**src/rtl/sc_register_car.sv**
```systemverilog
// rtl/sc_register_car.sv - car row register with road-edge saturation and a sticky active-low lose flag
module sc_register_car #(
    parameter int                   DATAWIDTH    = 8,
    parameter int                   POSWIDTH     = 3,
    parameter logic [DATAWIDTH-1:0] INIT_PATTERN = 8'b00011000
) (
    input  logic                 SC_REGISTER_CAR_CLOCK_50,
    input  logic                 SC_REGISTER_CAR_RESET_InHigh,
    input  logic                 SC_REGISTER_CAR_CLEAR_InLow,
    input  logic                 SC_REGISTER_CAR_LOAD_InLow,
    input  logic [1:0]           SC_REGISTER_CAR_SHIFT_InBUS,
    input  logic [DATAWIDTH-1:0] SC_REGISTER_CAR_OBSTACLE_InBUS,
    output logic [DATAWIDTH-1:0] SC_REGISTER_CAR_DATA_OutBUS,
    output logic [POSWIDTH-1:0]  SC_REGISTER_CAR_POSITION_OutBUS,
    output logic                 SC_REGISTER_CAR_BLOCKED_Out,
    output logic                 SC_REGISTER_CAR_LOSE_OutLow
);

    localparam logic [1:0] SHIFT_RIGHT = 2'b10;
    localparam logic [1:0] SHIFT_LEFT  = 2'b01;

    logic [DATAWIDTH-1:0] data_reg;
    logic [DATAWIDTH-1:0] data_next;
    logic [POSWIDTH-1:0]  pos_reg;
    logic [POSWIDTH-1:0]  pos_next;
    logic                 blocked_reg;
    logic                 blocked_next;
    logic                 lose_reg;
    logic                 lose_next;

    logic                 row_empty;
    logic                 at_right_edge;
    logic                 at_left_edge;
    logic                 collision;

    // Index of the lowest set bit; an empty row reports 0.
    function automatic logic [POSWIDTH-1:0] lowest_set(input logic [DATAWIDTH-1:0] row);
        logic [POSWIDTH-1:0] idx;
        idx = '0;
        for (int i = DATAWIDTH - 1; i >= 0; i--) begin
            if (row[i]) begin
                idx = POSWIDTH'(i);
            end
        end
        return idx;
    endfunction

    assign row_empty     = (data_reg == '0);
    assign at_right_edge = data_reg[0];
    assign at_left_edge  = data_reg[DATAWIDTH-1];
    assign collision     = |(data_reg & SC_REGISTER_CAR_OBSTACLE_InBUS);

    always_comb begin
        data_next    = data_reg;
        blocked_next = 1'b0;
        lose_next    = lose_reg & ~collision;

        if (!SC_REGISTER_CAR_CLEAR_InLow) begin
            data_next = '0;
            lose_next = 1'b1;
        end else if (!SC_REGISTER_CAR_LOAD_InLow) begin
            data_next = INIT_PATTERN;
            lose_next = 1'b1;
        end else begin
            // An empty row has no car to move, so it neither shifts nor reports a block.
            case (SC_REGISTER_CAR_SHIFT_InBUS)
                SHIFT_RIGHT: begin
                    if (!row_empty) begin
                        if (at_right_edge) begin
                            blocked_next = 1'b1;
                        end else begin
                            data_next = data_reg >> 1;
                        end
                    end
                end
                SHIFT_LEFT: begin
                    if (!row_empty) begin
                        if (at_left_edge) begin
                            blocked_next = 1'b1;
                        end else begin
                            data_next = data_reg << 1;
                        end
                    end
                end
                default: begin
                    data_next = data_reg;
                end
            endcase
        end

        pos_next = lowest_set(data_next);
    end

    always_ff @(posedge SC_REGISTER_CAR_CLOCK_50) begin
        if (SC_REGISTER_CAR_RESET_InHigh) begin
            data_reg    <= '0;
            pos_reg     <= '0;
            blocked_reg <= 1'b0;
            lose_reg    <= 1'b1;
        end else begin
            data_reg    <= data_next;
            pos_reg     <= pos_next;
            blocked_reg <= blocked_next;
            lose_reg    <= lose_next;
        end
    end

    assign SC_REGISTER_CAR_DATA_OutBUS     = data_reg;
    assign SC_REGISTER_CAR_POSITION_OutBUS = pos_reg;
    assign SC_REGISTER_CAR_BLOCKED_Out     = blocked_reg;
    assign SC_REGISTER_CAR_LOSE_OutLow     = lose_reg;

endmodule

```
**config.mk**
```make
export PLATFORM = sky130hd
export DESIGN_NAME = sc_register_car
export DESIGN_NICKNAME = d
export VERILOG_FILES = /design/src/rtl/sc_register_car.sv
export SDC_FILE = /design/constraint.sdc
export NUM_CORES = 1
export LEC_CHECK = 0
export BUFFER_PORTS_ARGS = -buffer_cell sky130_fd_sc_hd__buf_4
export CAP_MARGIN = 20
export CORE_MARGIN = 2
export CORE_UTILIZATION = 44
export DETAILED_ROUTE_END_ITERATION = 8
export GPL_TIMING_DRIVEN = 0
export PLACE_DENSITY = 0.74
export RECOVER_POWER = 50
export SLEW_MARGIN = 5
export SYNTH_ARGS = -nofsm -noshare
export SYNTH_HDL_FRONTEND = slang
export SYNTH_SLANG_ARGS = --single-unit
```
**constraint.sdc**
```tcl
create_clock -name SC_REGISTER_CAR_CLOCK_50 -period 2.05 [get_ports SC_REGISTER_CAR_CLOCK_50]
set_clock_uncertainty 0.15 [all_clocks]
set_input_delay 0.41 -clock SC_REGISTER_CAR_CLOCK_50 [delete_from_list [all_inputs] [get_ports SC_REGISTER_CAR_CLOCK_50]]
set_output_delay 0.41 -clock SC_REGISTER_CAR_CLOCK_50 [all_outputs]
set_load 0.05 [all_outputs]
```
==> out/metrics.yaml, run 1 <==
run_status:
  status: "finished clean"
place:
  place_congestion: 0.8212
  pre_cts_ws_ps: -298.8
  dp_hpwl_um: 1675
  port_buffers: 26
  place_area_sq_um: 1074
setup_path:
  worst-path-buf-inv: 0
  startpoint_type: "flop"
  arrival_ps: 2080
  cp.required_ps: 2100
  cp-end-kind: "flop"
  slowest_delay_ps: 360
  crit_family: "compound AO/OA/AOI/OAI gates"
  crit_chain: "mux2_2 > a221o_1 > and3b_1 > or3b_1 > a311oi_2"
  slowest_stage: "dfxtp_4"
  cp_max_fo: 4
  crit_type: "reg -> reg"
final_layout:
  utilization: 0.6294
  fill_cells: 172
  regArea_sq_um: 270.3
  multiInputGateArea_sq_um: 548.0
  n_antenna_cell: 0
  layout.nets: 143
  area_growth_pct: 33.23
  drive_gt1_frac: 0.3730
  final_area_sq_um: 1099
pwr:
  p_leak_nw: 0.4510
  power_density_nw_per_um2: 496.8
  vdd_drop_max_uv: 360.4
  p_total_mw: 0.5457
cts:
  holdBufCountCts: 0
  clock_latency_ps: 280
  clk_pin_slew_ps: 80
  htree_levels: 1
  cts_root_buffer: "clkbuf_4"
  cts_made_buffers: 3
  cts_tree: "done"
  cts_sinks: 13
  clockBufferDepth: 2
floorplan:
  ios: 27
  chipHeight_um: 47.29
  rows: 15
  start_util: 0.4724
  core-area_sq_um: 1745
  die_width_um: 47.29
  fp.dieArea_sq_um: 2236
sta:
  rsz0062_at_grt: "true"
  drv_slew: 0
  finalSetupViolCount: 0
  min_period_ps: 2023
  fmax_ghz: 0.4943
  worst_pin_slew_ps: 603.2
  hold_violations: 0
  maxSlewHeadroom: 0.5996
  fin_crit_sh: 0.9868
  setup_ws_ps: 27.10
logic_synthesis:
  postSynthCellCount: 95
  synth_area_sq_um: 824.5
  yosysWarningCount: 0
  ys_seq_area_frac: 0.3156
  syn_nets: 111
  ys_ff_latch: 13
  synth_area_per_cell_sq_um: 8.679
  synthDistinctLibCells: 45
grt:
  antenna_found_initial: 0
  grt_max_degree: 12
  grt_usage: 0.2289
  grt_pass1_wl_um: 3505
  grt_pass1_vias: 766
  overflow: 0
routing:
  num_vias: 852
  drc: 0
  wire_per_inst_um: 14.93
  ant_nets: 0
  vias_per_cell: 5.642
  drt-total-wl_um: 2255
  drt_iter0_markers: 31
  dr.pass1.iters: 4
flow_run:
  cap_violations: 0
hold_path:
  hp-class: "in -> reg"
==> state kept, by name (all words and copies together) (netlist names) <==
| name | cells |
|---|---|
| SC_REGISTER_CAR_LOSE_OutLow | 1 |
| SC_REGISTER_CAR_BLOCKED_Out | 1 |
| SC_REGISTER_CAR_POSITION_OutBUS | 3 |
| SC_REGISTER_CAR_DATA_OutBUS | 8 |
==> power breakdown <==
group	switching (mW)	leakage (nW)	internal [mW]
Combinational	0.0679	0.328	0.0513
Sequential	0.00493	0.108	0.256
Clock	0.0902	0.0150	0.0757
==> metal layers <==
| layer | vias to the layer above | share of wire | wire length [um] | track usage |
|---|---|---|---|---|
| met1 | 400 | 0.46 | 1047 | 0.3075 |
| met2 | 26 | 0.47 | 1050 | 0.3486 |
| met3 | 5 | 0.055 | 124 | 0.06923 |
| li1 | 421 | - | - | - |
| met4 | 0 | 0.014 | 32 | 0.07222 |
| met5 | - | 0 | 0 | 0 |
==> cells by family after synthesis <==
family,synth area share
multiplexers,0.04552
AO/OA/AOI/OAI,0.2914
buffers and inverters,0.05461
adder cells (fa/ha/maj),0.03034
flip-flops,0.3156
AND/OR/NAND/NOR,0.2625
==> Yosys cell counts, drive strengths merged <==
library cell	n	area share
nor4bb	1	0.012
buf	4	0.032
a31o	1	0.011
clkbuf	1	0.0045
inv	4	0.018
or2b	1	0.0091
and4bb	1	0.015
dfxtp	13	0.32
mux2	3	0.046
nor2b	2	0.015
nand3	1	0.0061
nand2	6	0.027
and2	4	0.032
a21oi	4	0.024
nor3	1	0.0061
a32oi	1	0.011
a222oi	1	0.012
a221oi	3	0.032
o211ai	1	0.0091
or3b	1	0.011
and3b	1	0.011
a41o	3	0.036
o21ai	6	0.036
o21a	1	0.0091
a221o	1	0.012
nor2	7	0.032
a22o	1	0.012
o21ba	1	0.012
nand3b	2	0.018
nor3b	3	0.027
a31oi	3	0.023
a21o	2	0.020
nor4	1	0.0076
o211a	1	0.012
ha	2	0.030
and2b	1	0.011
nand2b	1	0.0076
o21bai	1	0.0091
or2	2	0.015
a311oi	1	0.011
==> repair_timing <==
action	4_1_cts	5_1_grt
resized for setup	2	6
pin swaps	2	2
cloned	0	0
setup buffers	3	0
endpoints found under the setup margin	1	3
==> worst reg2reg max path: stages, from the launching register on <==
cell      delay [ps]
dfxtp_4          360
mux2_2           320
a221o_1          330
and3b_1          180
or3b_1           360
a311oi_2         230
==> per-stage QoR <==
stage	TNS [ps]	hold WS, ps	std cells
2_1_floorplan	-66.59	332.4	95
3_3_place_gp	-669.9	331.1	146
3_5_place_dp	-694.9	348.4	146
4_1_cts	0	160.4	151
5_1_grt	-52.89	161.7	151
6_report	0	159.0	151
==> cell type report <==
type | count | share of cell area
well taps | 25 | 0.02847
clock buffers | 4 | 0.02392
repair buffers | 29 | 0.1708
flip-flops and latches | 13 | 0.2460
plain buffers | 3 | 0.01822
multi-input cells | 73 | 0.4989
inverters | 4 | 0.01367
==> final timing paths <==
path | from | to | slack (ps) | cells after the start
setup / recovery | SC_REGISTER_CAR_DATA_OutBUS[0] | SC_REGISTER_CAR_POSITION_OutBUS[1] | 30 | 5
hold reg to reg | SC_REGISTER_CAR_LOSE_OutLow | SC_REGISTER_CAR_LOSE_OutLow | 370 | 1
setup reg to reg | SC_REGISTER_CAR_DATA_OutBUS[0] | SC_REGISTER_CAR_POSITION_OutBUS[1] | 30 | 5
hold / removal | SC_REGISTER_CAR_RESET_InHigh | SC_REGISTER_CAR_DATA_OutBUS[3] | 160 | 2
==> layout by cell type, fill, tap and decap left out, types with 2 or more instances in the layout <==
master | netlist | routed
inv_1 | 4 | 4
nand3b_1 | 2 | 2
nor3b_1 | 3 | 3
dfxtp_2 | 0 | 2
buf_4 | 0 | 21
and2_2 | 1 | 2
clkbuf_1 | 1 | 10
a21oi_1 | 4 | 4
clkbuf_4 | 0 | 3
o21ai_0 | 6 | 5
mux2_2 | 2 | 2
nor2_1 | 7 | 7
a41o_1 | 3 | 3
dfxtp_1 | 13 | 9
nand2_1 | 6 | 6
a31oi_1 | 3 | 3
and2_1 | 2 | 2
dfxtp_4 | 0 | 2
a221oi_1 | 3 | 2
or2_2 | 2 | 2
Note: power is estimated with default switching activity, not from simulation.
==> inputs of run 2 (changes only) <==
--- a/config.mk
+++ b/config.mk
@@ -7,11 +7,13 @@
 export LEC_CHECK = 0
 export BUFFER_PORTS_ARGS = -buffer_cell sky130_fd_sc_hd__buf_4
 export CAP_MARGIN = 20
+export CELL_PAD_IN_SITES_DETAIL_PLACEMENT = 0
+export CELL_PAD_IN_SITES_GLOBAL_PLACEMENT = 2
 export CORE_MARGIN = 2
-export CORE_UTILIZATION = 44
+export CORE_UTILIZATION = 25
 export DETAILED_ROUTE_END_ITERATION = 8
 export GPL_TIMING_DRIVEN = 0
-export PLACE_DENSITY = 0.74
+export PLACE_DENSITY_LB_ADDON = 0.1
 export RECOVER_POWER = 50
 export SLEW_MARGIN = 5
 export SYNTH_ARGS = -nofsm -noshare
==> out/metrics.yaml, run 2 (synthesized netlist as in run 1, its figures left out) <==
final_layout:
  final_common_cell: "buf_4"
  drive_gt1_frac: 0.3780
  utilization: 0.3665
  n_antenna_cell: 0
  mostFrequentLayoutCells: "22 x buf_4, 10 x clkbuf_1, 9 x dfxtp_1, 7 x nor2_1, 6 x nand2_1"
  area_growth_pct: 37.94
  largest_reg_flops: 8
  layout.nets: 144
  stdcell_count: 171
sta:
  setup_ws_ps: -15.20
  fmax_ghz: 0.4842
  hold_violations: 0
  rsz0062_at_grt: "true"
  maxSlewHeadroom: 0.6037
  finalSetupViolCount: 1
  worst_pin_slew_ps: 597.1
  fin_crit_sh: 1.007
  finalSetupTns_ps: -15.20
  timing.hold.ws_ps: 155.4
  min_period_ps: 2065
  drv_slew: 0
pwr:
  combPwrFrac: 0.215
  p_int_mw: 0.3826
  p_seq_frac: 0.469
  switchingPower_mw: 0.1742
  p_leak_nw: 0.4583
  power_frac_clock: 0.316
  vdd_drop_max_uv: 174.4
  p_sw_frac: 0.3128
  power_density_nw_per_um2: 489.6
grt:
  overflow: 0
  grt_pass1_vias: 806
  grt_max_degree: 11
  top_usage_layer: "met2"
  grtUsageMet2: 0.2325
  grt_pass1_wl_um: 3981
  antenna_found_initial: 0
  met3_usage: 0.03151
  gr-usage-met1: 0.2051
  grt_usage: 0.1497
place:
  pre_cts_ws_ps: -322.4
  dp_hpwl_um: 1846
  port_buffers: 26
  place_inst: 165
  place_congestion: 0.7811
hold_path:
  hp-class: "in -> reg"
  min_from: "SC_REGISTER_CAR_RESET_InHigh"
cts:
  cts_root_buffer: "clkbuf_4"
  htree_levels: 1
  clk_pin_slew_ps: 90
  cts_made_buffers: 3
  clockBufferDepth: 2
  cts_tree: "done"
  clock_latency_ps: 290
  holdBufCountCts: 0
  cts_sinks: 13
run_status:
  status: "finished, violations left"
  violations: "setup timing"
floorplan:
  core-area_sq_um: 3103
  die_width_um: 61.43
  start_util: 0.2657
  chipHeight_um: 61.43
  rows: 20
  ios: 27
  fp.dieArea_sq_um: 3774
routing:
  drt_iter0_markers: 23
  drc: 0
  drt-total-wl_um: 2541
  dr.pass1.iters: 4
  ant_nets: 0
  wire_per_inst_um: 14.86
  vias_per_cell: 4.959
  num_vias: 848
setup_path:
  cp.required_ps: 2100
  worstReg2RegStart: "SC_REGISTER_CAR_DATA_OutBUS[7]"
  arrival_ps: 2120
  cp-end-kind: "flop"
  startpoint_type: "flop"
  cp_max_fo: 7
  startpoint: "SC_REGISTER_CAR_DATA_OutBUS[7]"
  crit_type: "reg -> reg"
flow_run:
  cap_violations: 0
## run 2: cell type report
class / instances / area [sq um]
buffer: 4 / 27.53
clock buffer: 4 / 26.28
fill: 352 / 1966
inverter: 4 / 15.01
multi-input combinational: 73 / 555.5
sequential: 13 / 270.3
tap: 44 / 55.05
timing repair buffer: 29 / 187.7
## run 2: worst max-delay path, cell delays in order (launching register included)
cell and delay [ps]:
dfxtp_4 400, mux2_4 300, a221o_1 320, and3b_1 190, or3b_1 370, a311oi_2 240
## run 2: repair_timing
item,in CTS,in global routing
pin swaps,2,1
setup buffers,3,0
resized for setup,5,6
setup endpoints to repair,1,3
## run 2: per-stage QoR
step / power [mW] / area, sq um
after floorplan: 0.3384 / 847.1
after global placement: 0.3863 / 1097
after detailed placement: 0.3850 / 1097
after CTS: 0.5599 / 1147
after global routing: 0.5873 / 1137
final: 0.5568 / 1137
## run 2: path summary, 6_finish.rpt
kind / endpoint / slack [ps] / cells past startpoint
max reg2reg: SC_REGISTER_CAR_POSITION_OutBUS[1] / -20 / 5
max: SC_REGISTER_CAR_POSITION_OutBUS[1] / -20 / 5
min: SC_REGISTER_CAR_DATA_OutBUS[3] / 160 / 2
min reg2reg: SC_REGISTER_CAR_LOSE_OutLow / 360 / 1
## run 2: power groups by stage
stage	logic, mW	registers [mW]	clock network [mW]
after global routing	0.129	0.262	0.196
after global placement	0.119	0.267	0
final	0.120	0.261	0.176
after detailed placement	0.118	0.267	0
after floorplan	0.0514	0.287	0
after CTS	0.122	0.261	0.176
## run 2: per-layer routing
metal	share of wire	up-vias
met3	0.062	5
met2	0.42	26
li1	-	422
met5	0	-
met4	0.015	0
met1	0.50	395
==> inputs of run 3 (changes only) <==
--- a/constraint.sdc
+++ b/constraint.sdc
@@ -2,4 +2,4 @@
 set_clock_uncertainty 0.15 [all_clocks]
 set_input_delay 0.41 -clock SC_REGISTER_CAR_CLOCK_50 [delete_from_list [all_inputs] [get_ports SC_REGISTER_CAR_CLOCK_50]]
 set_output_delay 0.41 -clock SC_REGISTER_CAR_CLOCK_50 [all_outputs]
-set_load 0.05 [all_outputs]
+set_load 0.01 [all_outputs]
==> out/metrics.yaml, run 3 (synthesized netlist as in run 1, its figures left out) <==
routing:
  m1WireLength_um: 1206
  drt_iter0_markers: 25
  wire_per_inst_um: 14.53
  ant_nets: 0
  dr.pass1.iters: 4
  drc: 0
  wl_met3_um: 155
  drt-total-wl_um: 2456
  topRoutingLayerUsed: "met4"
  dr_wl_met2_um: 1064
  num_vias: 843
  vias_per_cell: 4.988
setup_path:
  slowest_stage: "or3b_1"
  cp_max_fo: 10
  cp-end-kind: "flop"
  cp.required_ps: 2100
  worstReg2RegStart: "SC_REGISTER_CAR_DATA_OutBUS[7]"
  crit_type: "reg -> reg"
  arrival_ps: 2190
  crit_chain: "buf_6 > mux2_4 > a221o_1 > and3b_1 > or3b_1 > a311oi_2"
  startpoint: "SC_REGISTER_CAR_DATA_OutBUS[7]"
  slowest_delay_ps: 380
  worst-path-buf-inv: 1
  startpoint_type: "flop"
  crit_family: "compound AO/OA/AOI/OAI gates"
final_layout:
  mostFrequentLayoutCells: "19 x buf_4, 11 x dfxtp_1, 9 x clkbuf_1, 7 x nor2_1"
  drive_gt1_frac: 0.3600
  area_growth_pct: 35.51
  largest_reg_flops: 8
  n_antenna_cell: 0
  utilization: 0.3601
  final_common_cell: "buf_4"
  final_area_sq_um: 1117
  layout.nets: 142
  fill_cells: 362
floorplan:
  start_util: 0.2657
  die_width_um: 61.43
  fp.dieArea_sq_um: 3774
  ios: 27
  rows: 20
  chipHeight_um: 61.43
  core-area_sq_um: 3103
sta:
  fmax_ghz: 0.4672
  setup_ws_ps: -90.56
  finalSetupViolCount: 1
  hold_violations: 0
  fin_crit_sh: 1.044
  maxSlewHeadroom: 0.6409
  worst_pin_slew_ps: 538.6
  drv_slew: 0
  min_period_ps: 2141
  rsz0062_at_grt: "true"
pwr:
  p_total_mw: 0.5336
  vdd_drop_max_uv: 179.0
  p_leak_nw: 0.4478
  power_density_nw_per_um2: 477.6
hold_path:
  hp-class: "in -> reg"
  min_from: "SC_REGISTER_CAR_RESET_InHigh"
cts:
  clk_pin_slew_ps: 90
  cts_made_buffers: 3
  holdBufCountCts: 0
  cts_root_buffer: "clkbuf_4"
  cts_sinks: 13
  cts_tree: "done"
  htree_levels: 1
  clock_latency_ps: 290
  clockBufferDepth: 2
flow_run:
  cap_violations: 0
grt:
  antenna_found_initial: 0
  grt_pass1_vias: 848
  grt_max_degree: 11
  grt_usage: 0.1550
  grt_pass1_wl_um: 4119
  overflow: 0
place:
  place_area_sq_um: 1096
  place_congestion: 0.7797
  dp_hpwl_um: 1860
  pre_cts_ws_ps: -353.2
  port_buffers: 26
run_status:
  violations: "setup timing"
  status: "finished, violations left"
==> run 3: cell types whose count changed in the layout (fill, tap and decap cells not counted), sizes merged <==
cell,previous run,this run
clkbuf,13,12
buf,24,23
==> run 3: worst paths after layout <==
path | to | slack [ps] | cells past startpoint
hold / removal | SC_REGISTER_CAR_DATA_OutBUS[3] | 150 | 2
hold reg to reg | SC_REGISTER_CAR_LOSE_OutLow | 350 | 1
setup reg to reg | SC_REGISTER_CAR_POSITION_OutBUS[1] | -90 | 6
setup / recovery | SC_REGISTER_CAR_POSITION_OutBUS[1] | -90 | 6
==> run 3: routing by layer <==
metal / track usage / vias to the layer above
met2: 0.2508 / 27
met4: 0.05471 / 0
met5: 0 / -
li1: - / 419
met1: 0.2056 / 393
met3: 0.03151 / 4
==> run 3: metrics by stage <==
stage               hold slack, ps  TNS, ps  std cells
floorplan                    332.4        0         95
global placement             328.7   -903.5        165
detailed placement           334.5   -733.2        165
CTS                          145.8   -101.0        169
global route                 142.9   -224.2        169
finish                       153.5   -90.56        169
==> run 3: where the power goes <==
group / leakage, nW / total (mW) / switching [mW] / internal [mW]
Sequential: 0.107 / 0.263 / 0.00559 / 0.257
Combinational: 0.326 / 0.100 / 0.0499 / 0.0500
Clock: 0.0150 / 0.171 / 0.0954 / 0.0756
Total: 0.448 / 0.534 / 0.151 / 0.383
==> run 3: final cells by class <==
cell class | instances | area (sq um) | area share
Tap cell | 44 | 55.05 | 0.04927
Inverter | 4 | 15.01 | 0.01344
Sequential cell | 13 | 265.3 | 0.2374
Multi-Input combinational cell | 73 | 550.5 | 0.4927
Timing Repair Buffer | 26 | 168.9 | 0.1512
Buffer | 5 | 36.28 | 0.03247
Clock buffer | 4 | 26.28 | 0.02352
==> run 3: what timing repair did <==
action	CTS	global route
gates resized for setup	2	4
setup buffers	0	0
pin swaps	0	0
endpoints found under the setup margin	1	3
==> run 3: worst reg2reg max path: stages, from the launching register on <==
cell and delay, ps:
dfxtp_2 340, buf_6 130, mux2_4 300, a221o_1 330, and3b_1 190, or3b_1 380
a311oi_2 240
